==> config.mk <==
export PLATFORM = sky130hd
export DESIGN_NAME = button_debounce
export DESIGN_NICKNAME = d
export VERILOG_FILES = /design/src/rtl/button_debounce.sv
export SDC_FILE = /design/constraint.sdc
export NUM_CORES = 1
export LEC_CHECK = 0
export ABC_AREA = 0
export CAP_MARGIN = 20
export CORE_MARGIN = 2
export CORE_UTILIZATION = 30
export CTS_BUF_LIST = sky130_fd_sc_hd__clkbuf_8
export DETAILED_ROUTE_END_ITERATION = 16
export HOLD_SLACK_MARGIN = 0.12
export PLACE_DENSITY = 0.42
export RECOVER_POWER = 100
export SYNTH_ARGS = -nofsm -noshare
export SYNTH_HDL_FRONTEND = slang
export SYNTH_SLANG_ARGS = --single-unit
==> constraint.sdc <==
create_clock -name clk -period 2.4 [get_ports clk]
set_input_delay 0.48 -clock clk [delete_from_list [all_inputs] [get_ports clk]]
set_output_delay 0.48 -clock clk [all_outputs]
set_load 0.03 [all_outputs]
==> src/rtl/button_debounce.sv <==
// Debounces a raw push-button and classifies press, release and long-press events.
// Press and release are accepted DEBOUNCE_CYCLES+2 edges after the raw level changes; all outputs are registered.
module button_debounce #(
  parameter int DEBOUNCE_CYCLES   = 100000,
  parameter int LONG_PRESS_CYCLES = 50000000,
  parameter bit ACTIVE_LOW        = 1'b0
) (
  input  logic clk,
  input  logic rst,
  input  logic btn_in,
  output logic btn_level,
  output logic press_pulse,
  output logic release_pulse,
  output logic long_press_pulse
);

  localparam int CW = $clog2(DEBOUNCE_CYCLES + 1);
  localparam int HW = $clog2(LONG_PRESS_CYCLES + 1);
  localparam logic [CW-1:0] CNT_LAST  = CW'(DEBOUNCE_CYCLES - 1);
  localparam logic [HW-1:0] HOLD_LAST = HW'(LONG_PRESS_CYCLES - 1);
  localparam logic [HW-1:0] HOLD_MAX  = HW'(LONG_PRESS_CYCLES);

  typedef enum logic [1:0] {
    IDLE         = 2'd0,
    PRESS_WAIT   = 2'd1,
    PRESSED      = 2'd2,
    RELEASE_WAIT = 2'd3
  } state_t;

  state_t          r_state;
  logic [1:0]      r_sync;
  logic [CW-1:0]   r_cnt;
  logic [HW-1:0]   r_hold;
  logic            r_done;
  logic            r_level;
  logic            r_press;
  logic            r_release;
  logic            r_long;
  logic            w_btn_s;

  // Synchronized level normalised so that 1 always means pressed.
  assign w_btn_s = r_sync[1] ^ ACTIVE_LOW;

  always_ff @(posedge clk) begin
    if (rst) begin
      r_sync    <= {2{ACTIVE_LOW}};
      r_state   <= IDLE;
      r_cnt     <= '0;
      r_hold    <= '0;
      r_done    <= 1'b0;
      r_level   <= 1'b0;
      r_press   <= 1'b0;
      r_release <= 1'b0;
      r_long    <= 1'b0;
    end else begin
      r_sync    <= {r_sync[0], btn_in};
      r_press   <= 1'b0;
      r_release <= 1'b0;
      r_long    <= 1'b0;
      case (r_state)
        IDLE: begin
          r_cnt  <= '0;
          r_hold <= '0;
          r_done <= 1'b0;
          if (w_btn_s) r_state <= PRESS_WAIT;
        end
        PRESS_WAIT: begin
          if (!w_btn_s) begin
            r_state <= IDLE;
            r_cnt   <= '0;
          end else if (r_cnt == CNT_LAST) begin
            r_state <= PRESSED;
            r_cnt   <= '0;
            r_hold  <= '0;
            r_press <= 1'b1;
            r_level <= 1'b1;
          end else begin
            r_cnt <= r_cnt + 1'b1;
          end
        end
        PRESSED: begin
          // Hold time accrues only while PRESSED; it saturates rather than wrapping.
          if (r_hold != HOLD_MAX) r_hold <= r_hold + 1'b1;
          if (r_hold == HOLD_LAST && !r_done) begin
            r_long <= 1'b1;
            r_done <= 1'b1;
          end
          if (!w_btn_s) begin
            r_state <= RELEASE_WAIT;
            r_cnt   <= '0;
          end
        end
        RELEASE_WAIT: begin
          if (w_btn_s) begin
            r_state <= PRESSED;
            r_cnt   <= '0;
          end else if (r_cnt == CNT_LAST) begin
            r_state   <= IDLE;
            r_cnt     <= '0;
            r_release <= 1'b1;
            r_level   <= 1'b0;
          end else begin
            r_cnt <= r_cnt + 1'b1;
          end
        end
        default: r_state <= IDLE;
      endcase
    end
  end

  assign btn_level        = r_level;
  assign press_pulse      = r_press;
  assign release_pulse    = r_release;
  assign long_press_pulse = r_long;

endmodule

; ---- Yosys cells after proc, flatten, opt, wreduce, memory -nomap -nowiden
; Index checks and enable logic that the tools add are counted.
[word_totals]
latch_bits = 0
ram_bits = 0
elab_cells = 69
reg_bits = 52
mem_bits_ro = 0
out_inout_bits = 4
n_memories = 0
[op_classes]
order_cmp = 0
shifts = 0
add_sub_neg = 2
mul = 0
n_eq_ne = 16
bitwise_logic = 4
div_mod_pow = 0
reduce_logical = 13
muxes = 25
[op_table]
columns = op, count
row1 = $mux 26, 3
row2 = $pmux 26 s3, 1
row3 = $mux 17, 4
row4 = $pmux 17 s4, 1
row5 = $add 26x1->26 const B, 1
row6 = $eq 26x26->1 const B, 1
row7 = $ne 26x26->1 const B, 1
row8 = $add 17x1->17 const B, 1
row9 = $eq 17x17->1 const B, 1
row10 = $ne 2x2->1 const B, 8
row11 = $mux 2, 6
row12 = $pmux 2 s4, 1
row13 = $reduce_and 4->1, 2
row14 = $mux 1, 7
row15 = $ne 3x3->1 const B, 2
row16 = $reduce_or 3->1, 2
row17 = $reduce_and 5->1, 1
row18 = $eq 2x2->1 const B, 2
row19 = $not 1->1, 4
row20 = $pmux 1 s2, 2
row21 = $reduce_bool 2->1, 2
row22 = $reduce_bool 3->1, 1
row23 = $eq 2x1->1 const B, 1
row24 = $logic_not 2->1, 1
row25 = other kinds (4), 4

; ---- Depth between registers and ports, before layout
[depth]
word_depth = 4
mapped_depth = 9

; ---- Least setup slack after synthesis
; Ideal clock, no wire load.
[synth_timing]
kind = reg2reg
start = reg r_cnt[0]
end = reg r_hold[11]
setup_ns = 0.123
path_stages_with_launch = 9
period_less_slack_ns = 1.967
required_ns = 2.277
path_buffers = 2
t_arrival_ns = 1.844
slack_ns = 0.433
cell_sequence = dfxtp_1 ha_1 and4_1 and4_4 buf_2 a21o_1 buf_2 nor4_1 or2_2
[synth_via]
elab_chain_cells = 3
[synth_lines]
columns = item, line_no
row1 = start: declaration, 32  ; logic [CW-1:0] r_cnt;
row2 = start signal: assignment, 78  ; r_cnt <= r_cnt + 1'b1;
row3 = start signal: assignment, 103  ; r_cnt <= r_cnt + 1'b1;
row4 = $eq 17x17->1, 71  ; end else if (r_cnt == CNT_LAST) begin
row5 = $ne 2x2->1 (no line), n/a
row6 = $reduce_and 4->1 (no line), n/a
row7 = end signal: assignment, 83  ; if (r_hold != HOLD_MAX) r_hold <= r_hold + 1'b1;
row8 = end: declaration, 33  ; logic [HW-1:0] r_hold;
; Every way passes these cells.
; A chain may end at the register's enable or synchronous reset.

; ---- Worst setup path after layout
[layout_timing]
start = reg r_cnt[0]
end = reg r_cnt[13]
[layout_via]
elab_chain_cells = 4
[layout_lines]
columns = item, line_no
row1 = $add 17x1->17 or $eq 17x17->1 (tied branches), n/a
row2 = $mux 17 *, "71, 97"
row3 = "$mux 17, on equally long branches", "94, 68"
row4 = $pmux 17 s4 *, 60  ; case (r_state)
; Mark *: on every way between the ends. The rest lies on a longest branch, timed or not.

==> summary.md <==
| Metric | Value |
|---|---|
| Result of the run | complete, no violations |
| Worst-path fanout max | 17 |
| Number of warnings issued by yosys | 0 |
| Unrepaired setup endpoints after global routing | false |
| Critical register-to-register path startpoint | r_cnt[0]$_SDFFE_PP0P_ |
| Layout Skew | 0.00489 ns |
| Diodes inserted | 0 |
| Share of the cycle needed by the critical path after routing | 0.902 |
| Sum of negative setup slack | 0 ns |
| Tightest slew margin relative to the limit | 0.111 |
| CTS tree | yes |
| Number of buffers created by CTS | 5 |
| Leakage power | 0.936 nW |
| Number of setup violations in the final report | 0 |
| Power density over the cells | 472 mW/mm^2 |
| Post-synthesis sequential element count | 52 |
| Class of the most critical hold timing path | reg2reg |
| Antenna violations before repair | 0 |
| Final std cell area, no fill | 0.00307 mm^2 |
| Number of top-level design ports | 7 |
| Cell area reported after detailed placement | 0.00298 mm^2 |
| Setup slack on the worst flop-to-flop path | 0.23 ns |
| Global-route wire length before repair | between 10000 and 15000 um |
| Number of instances in the placed design | between 400 and 500 |
| Number of placement rows | 35 |
| Port-buffer cells | 6 |
| Final HPWL from detailed placement | 4890 um |
| Fraction of final layout cells sized beyond drive strength 1 | 0.0952 |
| Horizontal extent of the die | 100 um |
| Worst hold path cell count | 1 |
| Most common flop cell mapped by yosys | dfxtp_1 |
| Area growth from synthesis to layout | 10.2% |
| Overall die height | 100 um |
| Core ar. | 0.00911 mm^2 |
| Worst Hold Launch | r_sync[0]$_SDFF_PP0_ |
| Final max-slew violation count | 0 |
| Wirelength per Cell | 16.1 um |
| Final GP Congestion | 0.762 |
| Post-synthesis area per instance | 8.36 um^2 |
| Via count of the first global-routing pass | approximately 2300 |
| Post-Syn Instances | 333 |
| Maximum count of clock buffers along a single path | 2 |
| Peak VDD IR | ~250 uV |
| # resized after CTS | 0 |
| Global-route congestion overflow total | 0 |
| Clock-pin slew on the worst setup and hold paths | 0.10 ns |
| Leading cell types in the layout, fill and taps excluded | dfxtp_1 (52), a21oi_1 (27), nand2_1 (24) |
| Final hold violation count | 0 |
| Overall Global Routing Usage | 0.153 |
| Library cells used by synthesis | 56 |
| H-tree depth | 2 |
| Worst min-delay path endpoint | r_sync[1]$_SDFF_PP0_ |
| Via count | 2546 |
| Starting Density | 0.306 |
| First-pass iteration count of the detailed router | 6 |
| Post-layout utilization of the core | 0.337 |
| Clock latency at the later pin of the worst-skew pair | 0.31 ns |
| Worst Tran Pin Value | 1.33 ns |
| Drt first-iter violations | about 130 |
| Root Buffer | clkbuf_8 |
| Worst Reg-to-Reg Cells | 7 |
| Hold Buf Count CTS | 0 |
| DRC Markers | 0 |
| Maximum number of pins on one net before global-route repair | 43 |
| Nature of the critical path startpoint | flop |
| Number of standard cells in the layout, taps in and fillers out | 447 |
| Critical path endpoint category | flop |
| Data required time at the worst endpoint | around 2.6 ns |
| Most common cell after layout, fill and taps aside | dfxtp_1 |
| Count of clock tree sinks | 52 |
| Post-route ant nets | 0 |
| CP Data Arrival Time | 2.37 ns |
| Minimum clock period after layout | 2.17 ns |
| Endpoint of the lowest-slack register-to-register path | r_cnt[13]$_SDFFE_PP0P_ |
| Worst setup path category | reg2reg |
| Achievable Freq | around 460 MHz |
| Seq/Total Area, Yosys | 0.374 |
| Net count of the finished layout | 341 |
| Max-cap violation count | 0 |
| Mapped Nets | approximately 340 |
| Buffers inserted by post-CTS timing repair | 0 |
| Number of synthesized flops with an enable pin | 0 |
| Wire length reported by the detailed router | 7220 um |
| Pwr Total | between 0.001 and 0.0015 W |
| Post-Synthesis Cell Area | roughly 0.0028 mm^2 |
| Via count normalized by instance count | 5.70 |
| Die ar. | 0.0101 mm^2 |
| Fraction of registers with async set or reset after synthesis | 0 |
==> cells in the mapped netlist (all sizes together), types with 2 or more instances <==
master	instances	share of area
inv	6	0.0081
or3	10	0.022
buf	13	0.027
a311oi	12	0.038
nor2b	4	0.0090
or2	4	0.0090
nand2b	3	0.0067
nand2	24	0.032
o31ai	10	0.027
o21ai	22	0.040
clkbuf	10	0.014
xnor2	2	0.0063
or4	9	0.024
nand4b	5	0.016
a21oi	27	0.049
nor3	11	0.020
nor2	21	0.031
nand3	18	0.032
and3	3	0.0067
and4	5	0.017
o211ai	2	0.0054
dfxtp	52	0.37
o211a	2	0.0072
and4bb	3	0.013
and2	3	0.0067
nor4	5	0.022
a21o	3	0.0081
a31oi	10	0.022
nand4	13	0.035
ha	3	0.013
nor4b	3	0.012
==> sequential cells by signal, indices dropped and copies added (netlist names), named ones only <==
register / count
release_pulse: 1
press_pulse: 1
r_sync: 2
long_press_pulse: 1
r_hold: 26
btn_level: 1
r_done: 1
r_cnt: 17
r_state: 1
==> worst max-delay path by stage <==
stage	slack, ns	endpoint	startpoint
6_report	0.23	r_cnt[13]$_SDFFE_PP0P_	r_cnt[0]$_SDFFE_PP0P_
5_1_grt	0.03	r_cnt[14]$_SDFFE_PP0P_	rst
4_1_cts	0.23	r_hold[19]$_SDFFE_PP0P_	r_cnt[0]$_SDFFE_PP0P_
3_5_place_dp	0.27	r_hold[25]$_SDFFE_PP0P_	r_cnt[0]$_SDFFE_PP0P_
3_3_place_gp	0.27	r_hold[22]$_SDFFE_PP0P_	r_cnt[0]$_SDFFE_PP0P_
2_1_floorplan	0.43	r_hold[11]$_SDFFE_PP0P_	r_cnt[0]$_SDFFE_PP0P_
==> per-stage QoR <==
| stage | hold slack, ns | worst slack (ns) |
|---|---|---|
| 2_1_floorplan | 0.414 | 0.433 |
| 3_3_place_gp | 0.422 | 0.265 |
| 3_5_place_dp | 0.428 | 0.273 |
| 4_1_cts | 0.454 | 0.229 |
| 5_1_grt | 0.460 | 0.0287 |
| 6_report | 0.447 | 0.235 |
==> layout make-up <==
type / count / area [um^2]
repair buffers: 18 / 168
flip-flops and latches: 52 / 1040
clock buffers: 6 / 82.6
clock inverters: 2 / 10.0
fillers: 981 / 6040
multi-input cells: 252 / 1600
well taps: 111 / 139
inverters: 6 / 22.5
==> logic make-up (layout without fill, tap and decap cells) <==
kind of cell             count (synthesis)  after routing  share of synthesized area
AO/OA/AOI/OAI                           99             99                      0.230
flip-flops                              52             52                      0.374
buffers and inverters                   29             32                     0.0490
adder cells (fa/ha/maj)                  3              3                     0.0135
AND/OR/NAND/NOR                        148            148                      0.327
XOR/XNOR                                 2              2                    0.00629
==> power by group <==
| group | internal (W) | switching [W] | total, W |
|---|---|---|---|
| sequential | 0.000866 | 0.00000308 | 0.000869 |
| combinational | 0.0000146 | 0.0000282 | 0.0000427 |
| clock | 0.000231 | 0.000305 | 0.000536 |
==> worst max-delay path, cell delays in order, from the launching register on <==
cell and delay, ns:
dfxtp_1 0.36, ha_1 0.25, and4_1 0.26, and4_1 0.19, buf_4 0.19, nor2_4 0.36, a41oi_1 0.17, a311oi_1 0.28
==> per-layer routing <==
layer  part of all wire  track usage  vias to the layer above
li1                   -            -                     1276
met4             0.0089       0.0379                        0
met5                  0            0                        -
met1               0.53        0.231                     1232
met2               0.44        0.228                       34
met3              0.021       0.0230                        4
(Power assumes the default switching activity.)
